--- src/rtl/cellrv32_spi_target_phy.sv ---
// SPI target PHY: oversamples SPI pins on clk_i, shifts MOSI in and MISO out (MSB first).
// Optional macro CELLRV32_SPI_TGT_CLK_FILTER_EN adds a 2-sample glitch filter on the synced SPI clock.
module cellrv32_spi_target_phy #(
  parameter int         SYNC_STAGES  = 2,
  parameter logic [7:0] TX_IDLE_BYTE = 8'hFF
) (
  input  logic       clk_i,
  input  logic       rst_i,
  input  logic       cf_enable_i,
  input  logic       cf_cpha_i,
  input  logic       cf_cpol_i,
  input  logic       spi_csn_i,
  input  logic       spi_clk_i,
  input  logic       spi_dat_i,
  output logic       spi_dat_o,
  output logic       spi_dat_oe_o,
  input  logic [7:0] tx_data_i,
  input  logic       tx_valid_i,
  output logic       tx_ready_o,
  output logic       tx_underrun_o,
  output logic [7:0] rx_data_o,
  output logic       rx_valid_o,
  output logic       frame_start_o,
  output logic       frame_end_o,
  output logic       rx_abort_o,
  output logic       busy_o
);

  localparam logic [1:0] S_ARM    = 2'd0;
  localparam logic [1:0] S_IDLE   = 2'd1;
  localparam logic [1:0] S_ACTIVE = 2'd2;

  logic                   srst_s;
  logic [SYNC_STAGES-1:0] clk_sync_r;
  logic [SYNC_STAGES-1:0] csn_sync_r;
  logic [SYNC_STAGES-1:0] dat_sync_r;
  logic                   clk_s;
  logic                   csn_s;
  logic                   dat_s;
  logic                   clk_lvl_s;
  logic                   clk_prev_r;
  logic                   edge_s;
  logic                   lead_s;
  logic                   trail_s;
  logic                   sample_s;
  logic                   shift_s;

  logic [1:0]             state_r;
  logic [7:0]             hold_r;
  logic                   hold_full_r;
  logic [7:0]             txs_r;
  logic [7:0]             rxs_r;
  logic [7:0]             rxs_next_s;
  logic [2:0]             bitcnt_r;
  logic                   byte_done_r;
  logic                   dat_r;
  logic [7:0]             rx_data_r;
  logic                   rx_valid_r;
  logic                   frame_start_r;
  logic                   frame_end_r;
  logic                   rx_abort_r;
  logic                   tx_underrun_r;
  logic [7:0]             next_byte_s;
  logic                   start_s;
  logic                   reload_s;
  logic                   write_s;

  // Disabled module behaves exactly like a reset.
  assign srst_s = rst_i | ~cf_enable_i;

  // Pin synchronizers; CS resets to "asserted" so S_ARM waits for a real deassertion.
  always_ff @(posedge clk_i) begin
    if (srst_s) begin
      clk_sync_r <= {SYNC_STAGES{1'b0}};
      csn_sync_r <= {SYNC_STAGES{1'b0}};
      dat_sync_r <= {SYNC_STAGES{1'b0}};
    end else begin
      clk_sync_r <= {clk_sync_r[SYNC_STAGES-2:0], spi_clk_i};
      csn_sync_r <= {csn_sync_r[SYNC_STAGES-2:0], spi_csn_i};
      dat_sync_r <= {dat_sync_r[SYNC_STAGES-2:0], spi_dat_i};
    end
  end

  assign clk_s = clk_sync_r[SYNC_STAGES-1];
  assign csn_s = csn_sync_r[SYNC_STAGES-1];
  assign dat_s = dat_sync_r[SYNC_STAGES-1];

`ifdef CELLRV32_SPI_TGT_CLK_FILTER_EN
  logic clk_d_r;

  // One-cycle delayed copy of the synced clock for the agreement check.
  always_ff @(posedge clk_i) begin
    if (srst_s) begin
      clk_d_r <= 1'b0;
    end else begin
      clk_d_r <= clk_s;
    end
  end

  // Accept a new clock level only after two equal consecutive samples.
  always_comb begin
    if (clk_s == clk_d_r) begin
      clk_lvl_s = clk_s;
    end else begin
      clk_lvl_s = clk_prev_r;
    end
  end
`else
  // Raw synced level is used directly.
  always_comb begin
    clk_lvl_s = clk_s;
  end
`endif

  // Previous accepted clock level for edge detection.
  always_ff @(posedge clk_i) begin
    if (srst_s) begin
      clk_prev_r <= 1'b0;
    end else begin
      clk_prev_r <= clk_lvl_s;
    end
  end

  // Edge classification and transfer-control decode.
  always_comb begin
    edge_s      = clk_lvl_s ^ clk_prev_r;
    lead_s      = edge_s & (clk_lvl_s ^ cf_cpol_i);
    trail_s     = edge_s & ~(clk_lvl_s ^ cf_cpol_i);
    sample_s    = cf_cpha_i ? trail_s : lead_s;
    shift_s     = cf_cpha_i ? lead_s : trail_s;
    next_byte_s = hold_full_r ? hold_r : TX_IDLE_BYTE;
    rxs_next_s  = {rxs_r[6:0], dat_s};
    start_s     = (state_r == S_IDLE) & ~csn_s;
    reload_s    = start_s |
                  ((state_r == S_ACTIVE) & ~csn_s & shift_s & byte_done_r);
    write_s     = tx_valid_i & ~hold_full_r;
  end

  // Frame FSM, shift registers and transmit holding register.
  always_ff @(posedge clk_i) begin
    if (srst_s) begin
      state_r       <= S_ARM;
      hold_r        <= 8'h00;
      hold_full_r   <= 1'b0;
      txs_r         <= 8'h00;
      rxs_r         <= 8'h00;
      bitcnt_r      <= 3'd0;
      byte_done_r   <= 1'b0;
      dat_r         <= 1'b0;
      rx_data_r     <= 8'h00;
      rx_valid_r    <= 1'b0;
      frame_start_r <= 1'b0;
      frame_end_r   <= 1'b0;
      rx_abort_r    <= 1'b0;
      tx_underrun_r <= 1'b0;
    end else begin
      rx_valid_r    <= 1'b0;
      frame_start_r <= 1'b0;
      frame_end_r   <= 1'b0;
      rx_abort_r    <= 1'b0;
      // A reload sees the pre-write state; a same-cycle write still fills the register.
      tx_underrun_r <= reload_s & ~hold_full_r;
      hold_full_r   <= (hold_full_r & ~reload_s) | write_s;
      if (write_s) begin
        hold_r <= tx_data_i;
      end

      case (state_r)
        S_ARM: begin
          if (csn_s) begin
            state_r <= S_IDLE;
          end
        end
        S_IDLE: begin
          if (!csn_s) begin
            state_r       <= S_ACTIVE;
            frame_start_r <= 1'b1;
            bitcnt_r      <= 3'd0;
            byte_done_r   <= 1'b0;
            rxs_r         <= 8'h00;
            txs_r         <= next_byte_s;
            dat_r         <= cf_cpha_i ? 1'b0 : next_byte_s[7];
          end
        end
        S_ACTIVE: begin
          if (csn_s) begin
            state_r     <= S_IDLE;
            frame_end_r <= 1'b1;
            rx_abort_r  <= (bitcnt_r != 3'd0);
            bitcnt_r    <= 3'd0;
            byte_done_r <= 1'b0;
            rxs_r       <= 8'h00;
            txs_r       <= 8'h00;
            dat_r       <= 1'b0;
          end else if (sample_s) begin
            rxs_r    <= rxs_next_s;
            bitcnt_r <= bitcnt_r + 3'd1;
            if (bitcnt_r == 3'd7) begin
              rx_data_r   <= rxs_next_s;
              rx_valid_r  <= 1'b1;
              byte_done_r <= 1'b1;
            end
          end else if (shift_s) begin
            // With cpha=1 the shift edge both presents the current MSB and advances.
            if (byte_done_r) begin
              byte_done_r <= 1'b0;
              if (cf_cpha_i) begin
                dat_r <= next_byte_s[7];
                txs_r <= {next_byte_s[6:0], 1'b0};
              end else begin
                dat_r <= next_byte_s[7];
                txs_r <= next_byte_s;
              end
            end else begin
              if (cf_cpha_i) begin
                dat_r <= txs_r[7];
              end else begin
                dat_r <= txs_r[6];
              end
              txs_r <= {txs_r[6:0], 1'b0};
            end
          end
        end
        default: begin
          state_r <= S_ARM;
        end
      endcase
    end
  end

  assign spi_dat_o     = dat_r;
  assign spi_dat_oe_o  = (state_r == S_ACTIVE);
  assign busy_o        = (state_r == S_ACTIVE);
  assign tx_ready_o    = ~hold_full_r;
  assign tx_underrun_o = tx_underrun_r;
  assign rx_data_o     = rx_data_r;
  assign rx_valid_o    = rx_valid_r;
  assign frame_start_o = frame_start_r;
  assign frame_end_o   = frame_end_r;
  assign rx_abort_o    = rx_abort_r;

endmodule

--- config.mk ---
export PLATFORM = sky130hd
export DESIGN_NAME = cellrv32_spi_target_phy
export DESIGN_NICKNAME = d
export VERILOG_FILES = /design/src/rtl/cellrv32_spi_target_phy.sv
export SDC_FILE = /design/constraint.sdc
export NUM_CORES = 1
export LEC_CHECK = 0
export BUFFER_PORTS_ARGS = -buffer_cell sky130_fd_sc_hd__buf_4
export CORE_MARGIN = 2
export CORE_UTILIZATION = 59
export CTS_BUF_LIST = sky130_fd_sc_hd__clkbuf_4 sky130_fd_sc_hd__clkbuf_8
export DETAILED_ROUTE_END_ITERATION = 10
export PLACE_DENSITY_LB_ADDON = 0.05
export SYNTH_ARGS = -nofsm -noshare
export SYNTH_HDL_FRONTEND = slang
export SYNTH_SLANG_ARGS = --single-unit
--- constraint.sdc ---
create_clock -name clk_i -period 2.2 [get_ports clk_i]
set_input_delay 0.33 -clock clk_i [delete_from_list [all_inputs] [get_ports clk_i]]
set_output_delay 0.33 -clock clk_i [all_outputs]
set_load 0.02 [all_outputs]
==> summary.txt, run 1 <==
Timing
  • Setup repair after global routing missed its margin: no
  • Sum Neg Setup Slack: 0 ns
  • Tmin final: 1.805 ns
  • Max Slew Vio Count: 0
  • Worst Clk Skew: 0.004121 ns
  • Fmax: 554.1 MHz
  • Fin. Hold Viols: 0
  • Final setup fails: 0
  • Worst-Margin Slew: 0.4887 ns
  • Slew HR: 67.35%
  • Post-route clock period utilization: between 80% and 90%

Run
  • Max_cap viols: 0

Yosys
  • Post-synthesis sequential element count: 51
  • Syn Area/Cell: 9.109 µm²
  • Combinational family with the most area after synthesis: compound AO/OA/AOI/OAI gates
  • Synth async-reset ratio: 0%
  • Syn nets: 281
  • Post-synthesis mux area share: approximately 8.6%
  • Number of synthesized flops with an enable pin: 0
  • Distinct cells, synth: 39
  • Synth Area in Simple Gates: between 10% and 20%
  • Top post-synthesis cells by area: dfxtp_1 (44%), mux2i_1 (8.6%), nand2_1 (6.1%)
  • Post-synthesis sequential area ratio: 43.61%
  • Post-Synth Adder-Cell Area: 3.741%
  • Synth area leader: dfxtp_1
  • Syn. warnings: 0
  • Cells after synthesis: 257
  • Post-Syn Area: 0.002341 mm²
  • Predominant post-synthesis flop cell: dfxtp_1
  • Xor-xnor portion of the synthesized cell area: 0.6948%
  • Compound-gate portion of the synthesized area: just over 20%
  • Share of the synthesized area in the top cell type: 43.61%

Setup path
  • CP endpoint kind: register
  • Crit-path leading delay family: compound AO/OA/AOI/OAI gates
  • CP peak stage delay: 0.44 ns
  • CP Max Fanout: 10
  • Worst Path Buf+Inv: 1
  • R2r startpoint: state_r[1]
  • Startpoint Class: register
  • Worst Path Required: 2.38 ns
  • Setup crit start: state_r[1]
  • CP max-delay cell: o31a_1
  • Cell Chain, Critical Path: inv_1 -> ha_1 -> nand2_1 -> and2_1 -> o31a_1 -> o22ai_1
  • Critical path class: reg2reg
  • Worst EP arrival: between 1.5 and 2 ns

Placement
  • Detail Placement HPWL: 3.353 mm
  • Dpl cell area: 0.002650 mm²
  • Global placer's final weighted congestion: 0.7655
  • PortBufs: 33

Clock tree
  • Clock Sinks: 51
  • Root Driver: clkbuf_8
  • # H-tree levels: 2
  • Cts hold-fix bufs: 0
  • Clock Path Buffers: 2
  • Clock Pin Slew Worst Setup and Hold Paths: roughly 0.090 ns
  • CTS tree: built
  • Setup bufs post-CTS: 0
  • Worst-Skew Late Latency: 0.30 ns
  • Cts bufs inserted: 5
  • Post-CTS Resized: 0

Hold path
  • Hold Crit Start: spi_dat_i
  • HP Class: in2reg

Routing
  • Drt total wl: 4.601 mm
  • Number of DRC markers in iteration 0: 105
  • DR WL/cell: 13.53 µm
  • Drc violations: 0
  • Post-route ant nets: 0
  • Drt first pass iters: 4
  • Vias per cell: 5.618
  • Routed via count: approximately 1.9k

Power
  • Tot Pwr: between 1500 and 2000 µW
  • Pwr per Cell Area: 577.3 mW/mm²
  • Pleak: 0.001075 µW
  • Peak supply drop: ~460 µV

Global route
  • First-pass GRT wire length: 7.734 mm
  • Largest net degree at the start of global routing: 16
  • GR Overflow Total: 0
  • Initial antenna violation count: 0
  • GRT Overall Usage: 22.70%
  • Vias in the first global route: between 1.5k and 2k

Final layout
  • Diodes inserted: 0
  • Final Cell Area: 0.002739 mm²
  • Layout Nets: 315
  • Layout cells sized above 1: 23.63%
  • Syn-to-layout area delta: 17.00%
  • Final Core Density: 73.16%

Die
  • I/O pin count: 34
  • DIE HEIGHT: 66.99 µm
  • Die footprint: 0.004488 mm²
  • Initial Util: 62.53%
  • Die width: ~67 µm
  • Rows: 22
  • Core box area: 0.003744 mm²

Run status
  • Status: finished, final reports clean
stage by stage:
stage | worst slack (ns) | cells | hold slack [ns]
after global placement | 0.2977 | 332 | 0.4088
final | 0.3954 | 340 | 0.2275
after global routing | 0.2173 | 340 | 0.2148
after CTS | 0.4008 | 340 | 0.2225
after floorplan | 0.3372 | 257 | 0.4057
after detailed placement | 0.2712 | 332 | 0.4147
worst paths after layout:
path                        end  slack, ns  cells past startpoint
setup reg to reg       rxs_r[4]       0.40                      6
setup / recovery       rxs_r[4]       0.40                      6
hold reg to reg   csn_sync_r[1]       0.43                      1
hold / removal    dat_sync_r[0]       0.23                      2
worst register-to-register path: stages, from the launching register on:
cell     delay [ns]
dfxtp_1        0.38
inv_1          0.08
ha_1           0.26
nand2_1        0.10
and2_1         0.25
o31a_1         0.44
o22ai_1        0.17
sequential cells by signal, indices dropped and copies added (netlist names):
name,flops
txs_r,8
rx_valid_o,1
rx_abort_o,1
rxs_r,7
hold_full_r,1
clk_prev_r,1
clk_sync_r,2
byte_done_r,1
csn_sync_r,2
spi_dat_o,1
bitcnt_r,3
state_r,2
tx_underrun_o,1
frame_start_o,1
frame_end_o,1
dat_sync_r,2
rx_data_o,8
hold_r,8
cell families (layout without fill, tap and decap cells):
logic type,Yosys count,after routing
buffers and inverters,26,61
xor gates and xnor gates,1,1
and+or+nand+nor,84,84
DFF,51,51
adders and majority gates,7,7
AOI/OAI and AO/OA,68,68
muxes,20,20
cells in the final DEF (no fill, tap or decap), drive strengths merged, types with 3 or more instances in the layout:
cell type and count:
nor2 13, a21oi 23, o22ai 7, buf 46, and2 9, nor2b 3
o21a 6, mux2i 20, inv 6, a211oi 8, dfxtp 51, o21ai 4
ha 7, clkbuf 6, nand3 4, nand2 38, nand2b 5, a31oi 12
and3 4
cell usage after synthesis, drive strengths merged (2+ instances only):
cell type	n
nand3b	2
nor2b	3
a31oi	12
a21oi	23
a211oi	8
mux2i	20
nor3b	2
nand2	38
and3	4
buf	7
o21a	6
ha	7
and2	9
o32ai	2
o22ai	7
o21ai	4
inv	6
clkbuf	12
nand2b	5
dfxtp	51
nor2	13
nand3	4
layout make-up:
| cell class | instances | area (µm²) |
|---|---|---|
| clock buffers | 6 | 76.32 |
| clock inverters | 2 | 12.51 |
| fillers | 298 | 1005 |
| inverters | 7 | 26.28 |
| multi-input cells | 180 | 1197 |
| flip-flops and latches | 51 | 1021 |
| well taps | 48 | 60.06 |
| repair buffers | 46 | 345.3 |
power breakdown:
part | switching, µW | internal (µW) | leakage (µW)
Sequential | 8.70 | 932 | 0.000412
Clock | 290 | 235 | 0.0000446
Combinational | 61.7 | 53.4 | 0.000619
Total | 361 | 1220 | 0.00108
per-layer routing:
layer	track usage [%]	routed length [µm]
met1	26.18	2045
met5	0	0
met3	5.236	164
met2	41.13	2329
met4	7.143	63
Power figures use the tool's default switching activity.
==> inputs of run 2 (changes only) <==
--- a/config.mk
+++ b/config.mk
@@ -5,9 +5,10 @@
 export SDC_FILE = /design/constraint.sdc
 export NUM_CORES = 1
 export LEC_CHECK = 0
+export ABC_AREA = 1
 export BUFFER_PORTS_ARGS = -buffer_cell sky130_fd_sc_hd__buf_4
 export CORE_MARGIN = 2
-export CORE_UTILIZATION = 59
+export CORE_UTILIZATION = 53
 export CTS_BUF_LIST = sky130_fd_sc_hd__clkbuf_4 sky130_fd_sc_hd__clkbuf_8
 export DETAILED_ROUTE_END_ITERATION = 10
 export PLACE_DENSITY_LB_ADDON = 0.05
==> constraint.sdc (replaced) <==
create_clock -name clk_i -period 1.4 [get_ports clk_i]
set_input_delay 0.21 -clock clk_i [delete_from_list [all_inputs] [get_ports clk_i]]
set_output_delay 0.21 -clock clk_i [all_outputs]
set_load 0.02 [all_outputs]
==> summary.txt, run 2 <==
Die
  • Core box area: 0.004354 mm² (was 0.003744 mm²)
  • Rows: 24 (was 22)
  • Die footprint: 0.005104 mm² (was 0.004488 mm²)
  • Initial Util: 55.37% (was 62.53%)
  • Die width: 71.45 µm (was 66.99 µm)
  • I/O pin count: 34 (unchanged)
  • DIE HEIGHT: 71.45 µm (was 66.99 µm)

Final layout
  • Layout Nets: 409 (was 315)
  • Layout cells sized above 1: 25.71% (was 23.63%)
  • Most frequent cells in the layout: nand2_1 (85), buf_4 (51), dfxtp_1 (48), inv_1 (35), nor2_1 (33) (was dfxtp_1 (51), buf_4 (46), nand2_1 (38), a21oi_1 (23), mux2i_1 (20))
  • Diodes inserted: 0 (unchanged)
  • Syn-to-layout area delta: 27.19% (was 17.00%)
  • # fillers: 377 (was 298)
  • Final Core Density: 70.43% (was 73.16%)
  • Commonest non-fill, non-tap cell in the layout: nand2_1 (was dfxtp_1)

Yosys
  • Top-count cell post-synth: nand2_1 (was dfxtp_1)
  • Top cells by count, synth: nand2_1 (88), dfxtp_1 (51), inv_1 (36) (was dfxtp_1 (51), nand2_1 (38), a21oi_1 (23))
  • Synth Area in Simple Gates: 31.66% (was 17.53%)
  • Compound-gate portion of the synthesized area: 11.94% (was 20.52%)
  • Post-synthesis sequential element count: 51 (unchanged)
  • Number of synthesized flops with an enable pin: 0 (unchanged)
  • Syn nets: 361 (was 281)
  • Post-Synth Adder-Cell Area: 3.633% (was 3.741%)
  • Distinct cells, synth: 25 (was 39)
  • Post-synthesis sequential area ratio: 42.35% (was 43.61%)
  • Post-Syn Area: 0.002411 mm² (was 0.002341 mm²)
  • Post-synthesis mux area share: 0% (was 8.552%)
  • Syn Area/Cell: 7.154 µm² (was 9.109 µm²)
  • Xor-xnor portion of the synthesized cell area: 0% (was 0.6948%)
  • Synth area leader: dfxtp_1 (unchanged)
  • Cells after synthesis: 337 (was 257)
  • Combinational family with the most area after synthesis: simple AND/OR/NAND/NOR gates (was compound AO/OA/AOI/OAI gates)
  • Share of the synthesized area in the top cell type: 42.35% (was 43.61%)
  • Predominant post-synthesis flop cell: dfxtp_1 (unchanged)
  • Synth async-reset ratio: 0% (unchanged)
  • Syn. warnings: 0 (unchanged)
  • Top post-synthesis cells by area: dfxtp_1 (42%), nand2_1 (14%), a21oi_1 (6.6%) (was dfxtp_1 (44%), mux2i_1 (8.6%), nand2_1 (6.1%))

Placement
  • Global placer's final weighted congestion: 0.8328 (was 0.7655)
  • Detail Placement HPWL: 3.736 mm (was 3.353 mm)
  • PortBufs: 33 (unchanged)

Clock tree
  • Clock Sinks: 51 (unchanged)
  • Clock Path Buffers: 2 (unchanged)
  • Clock Pin Slew Worst Setup and Hold Paths: 0.09 ns (about the same)
  • Cts hold-fix bufs: 0 (unchanged)
  • Root Driver: clkbuf_8 (unchanged)
  • Cts bufs inserted: 5 (unchanged)
  • Worst-Skew Late Latency: 0.30 ns (about the same)
  • CTS tree: built (unchanged)
  • # H-tree levels: 2 (unchanged)

Setup path
  • Reg2Reg Depth: 7 (was 6)
  • Startpoint Class: register (unchanged)
  • Worst EP arrival: 1.61 ns (was 1.98 ns)
  • R2r startpoint: state_r[1] (unchanged)
  • Reg2reg setup slack: 0.03 ns (was 0.40 ns)
  • Critical path class: reg2reg (unchanged)
  • CP max-delay cell: dfxtp_4 (was o31a_1)
  • Cell Chain, Critical Path: inv_1 -> ha_1 -> nand2_2 -> inv_8 -> buf_6 -> nand4_1 -> a21oi_2 (was inv_1 -> ha_1 -> nand2_1 -> and2_1 -> o31a_1 -> o22ai_1)
  • Worst reg2reg endpoint: rxs_r[1] (was rxs_r[4])
  • CP peak stage delay: 0.38 ns (was 0.44 ns)
  • CP endpoint kind: register (unchanged)
  • CP Max Fanout: 8 (was 10)
  • Worst Path Required: 1.64 ns (was 2.38 ns)

Run
  • Max_cap viols: 0 (unchanged)

Routing
  • Vias per cell: 5.140 (was 5.618)
  • Number of DRC markers in iteration 0: 99 (was 105)
  • Drt total wl: 5.224 mm (was 4.601 mm)
  • Routed via count: 2246 (was 1910)
  • Drt first pass iters: 4 (unchanged)
  • Drc violations: 0 (unchanged)
  • Post-route ant nets: 0 (unchanged)
  • DR WL/cell: 11.95 µm (was 13.53 µm)

Timing
  • Final setup fails: 0 (unchanged)
  • Post-route clock period utilization: 97.89% (was 82.03%)
  • Setup repair after global routing missed its margin: yes (was no)
  • Worst-Margin Slew: 0.2185 ns (was 0.4887 ns)
  • Slew HR: 85.34% (was 67.35%)
  • Fin Hold WS: 0.1260 ns (was 0.2275 ns)
  • Sum Neg Setup Slack: 0 ns (unchanged)
  • Fin. Hold Viols: 0 (unchanged)
  • Tmin final: 1.370 ns (was 1.805 ns)
  • Fmax: 729.7 MHz (was 554.1 MHz)
  • Worst Clk Skew: 0.005793 ns (was 0.004121 ns)
  • Max Slew Vio Count: 0 (unchanged)

Hold path
  • Hold Path Sink: dat_sync_r[0] (unchanged)
  • Hold path cells: 3 (was 2)
  • Hold Crit Start: spi_dat_i (unchanged)
  • HP Class: in2reg (unchanged)

Run status
  • Status: finished, final reports clean (unchanged)

Global route
  • GR Overflow Total: 0 (unchanged)
  • Vias in the first global route: 2165 (was 1806)
  • GRT Overall Usage: 22.27% (was 22.70%)
  • Largest net degree at the start of global routing: 29 (was 16)
  • Initial antenna violation count: 0 (unchanged)
  • First-pass GRT wire length: 9.177 mm (was 7.734 mm)

Power
  • Peak supply drop: 613.3 µV (was 459.8 µV)
  • Pwr per Cell Area: 822.8 mW/mm² (was 577.3 mW/mm²)
  • Pleak: 0.001320 µW (was 0.001075 µW)
  • Tot Pwr: 2523 µW (was 1581 µW)
==> run 2: cell count changes after synthesis, sizes merged, moves of 7 or more <==
cell	before	now
and2	9	0
mux2i	20	0
a211oi	8	1
nand4	0	17
a31oi	12	0
a21oi	23	32
nand3	4	20
nand2	38	94
nor2	13	35
inv	6	42
o22ai	7	0
==> run 2: where the power goes <==
| group | total, µW | leakage (µW) | switching (µW) | internal (µW) |
|---|---|---|---|---|
| clock | 840 | 0.0000470 | 451 | 388 |
| combinational | 210 | 0.000858 | 120 | 89.6 |
| sequential | 1470 | 0.000414 | 7.56 | 1470 |
==> run 2: logic make-up after synthesis <==
| group | count (synthesis) |
|---|---|
| DFF | 51 |
| adders and majority gates | 7 |
| AOI/OAI and AO/OA | 52 |
| and+or+nand+nor | 167 |
| buffers and inverters | 60 |
==> run 2: cell type report <==
cell class | instances | area, µm² | area share, %
Timing Repair Buffer | 57 | 476.7 | 15.54
Multi-Input combinational cell | 227 | 1236 | 40.31
Tap cell | 52 | 65.06 | 2.122
Sequential cell | 51 | 1027 | 33.50
Clock inverter | 1 | 5.005 | 0.1632
Clock buffer | 6 | 82.58 | 2.693
Inverter | 43 | 173.9 | 5.671
==> run 2: critical path, delay by kind of cell, from the launching register on <==
kind / cells / cell delay [ns]
buffers and inverters: 3 / 0.31
AO/OA/AOI/OAI: 1 / 0.15
adder cells (fa/ha/maj): 1 / 0.28
AND/OR/NAND/NOR: 2 / 0.20
flip-flops: 1 / 0.38
==> run 2: layer usage <==
layer / vias up / GRT usage [%] / share of wire (%)
li1: 1177 / - / -
met1: 1015 / 25.55 / 42
met2: 45 / 40.12 / 52
met3: 9 / 4.641 / 3.6
met4: 0 / 9.015 / 1.5
met5: - / 0 / 0
==> run 2: metrics by stage <==
| stage | cells | instance area [µm²] | setup slack (ns) |
|---|---|---|---|
| 2_1_floorplan | 337 | 2430 | -0.02141 |
| 3_5_place_dp | 427 | 2851 | -0.05053 |
| 3_3_place_gp | 427 | 2851 | 0.002162 |
| 4_1_cts | 434 | 2952 | -0.04629 |
| 5_1_grt | 437 | 3067 | -0.04770 |
| 6_report | 437 | 3067 | 0.02955 |
==> run 2: worst max path at each step <==
stage / from / end / slack (ns) / cells after the start
after floorplan: state_r[0] / txs_r[5] / -0.02 / 10
after global placement: state_r[1] / rxs_r[4] / 0.002 / 7
after detailed placement: state_r[1] / rxs_r[3] / -0.05 / 7
after CTS: state_r[0] / rxs_r[1] / -0.05 / 8
after global routing: state_r[1] / rxs_r[1] / -0.05 / 7
final: state_r[1] / rxs_r[1] / 0.03 / 7
==> run 2: repair_timing <==
item,4_1_cts,5_1_grt
cloned,0,1
endpoints found under the hold margin,0,0
gates resized for setup,4,26
pin swaps,0,17
setup endpoints to repair,23,33
buffers inserted,0,2
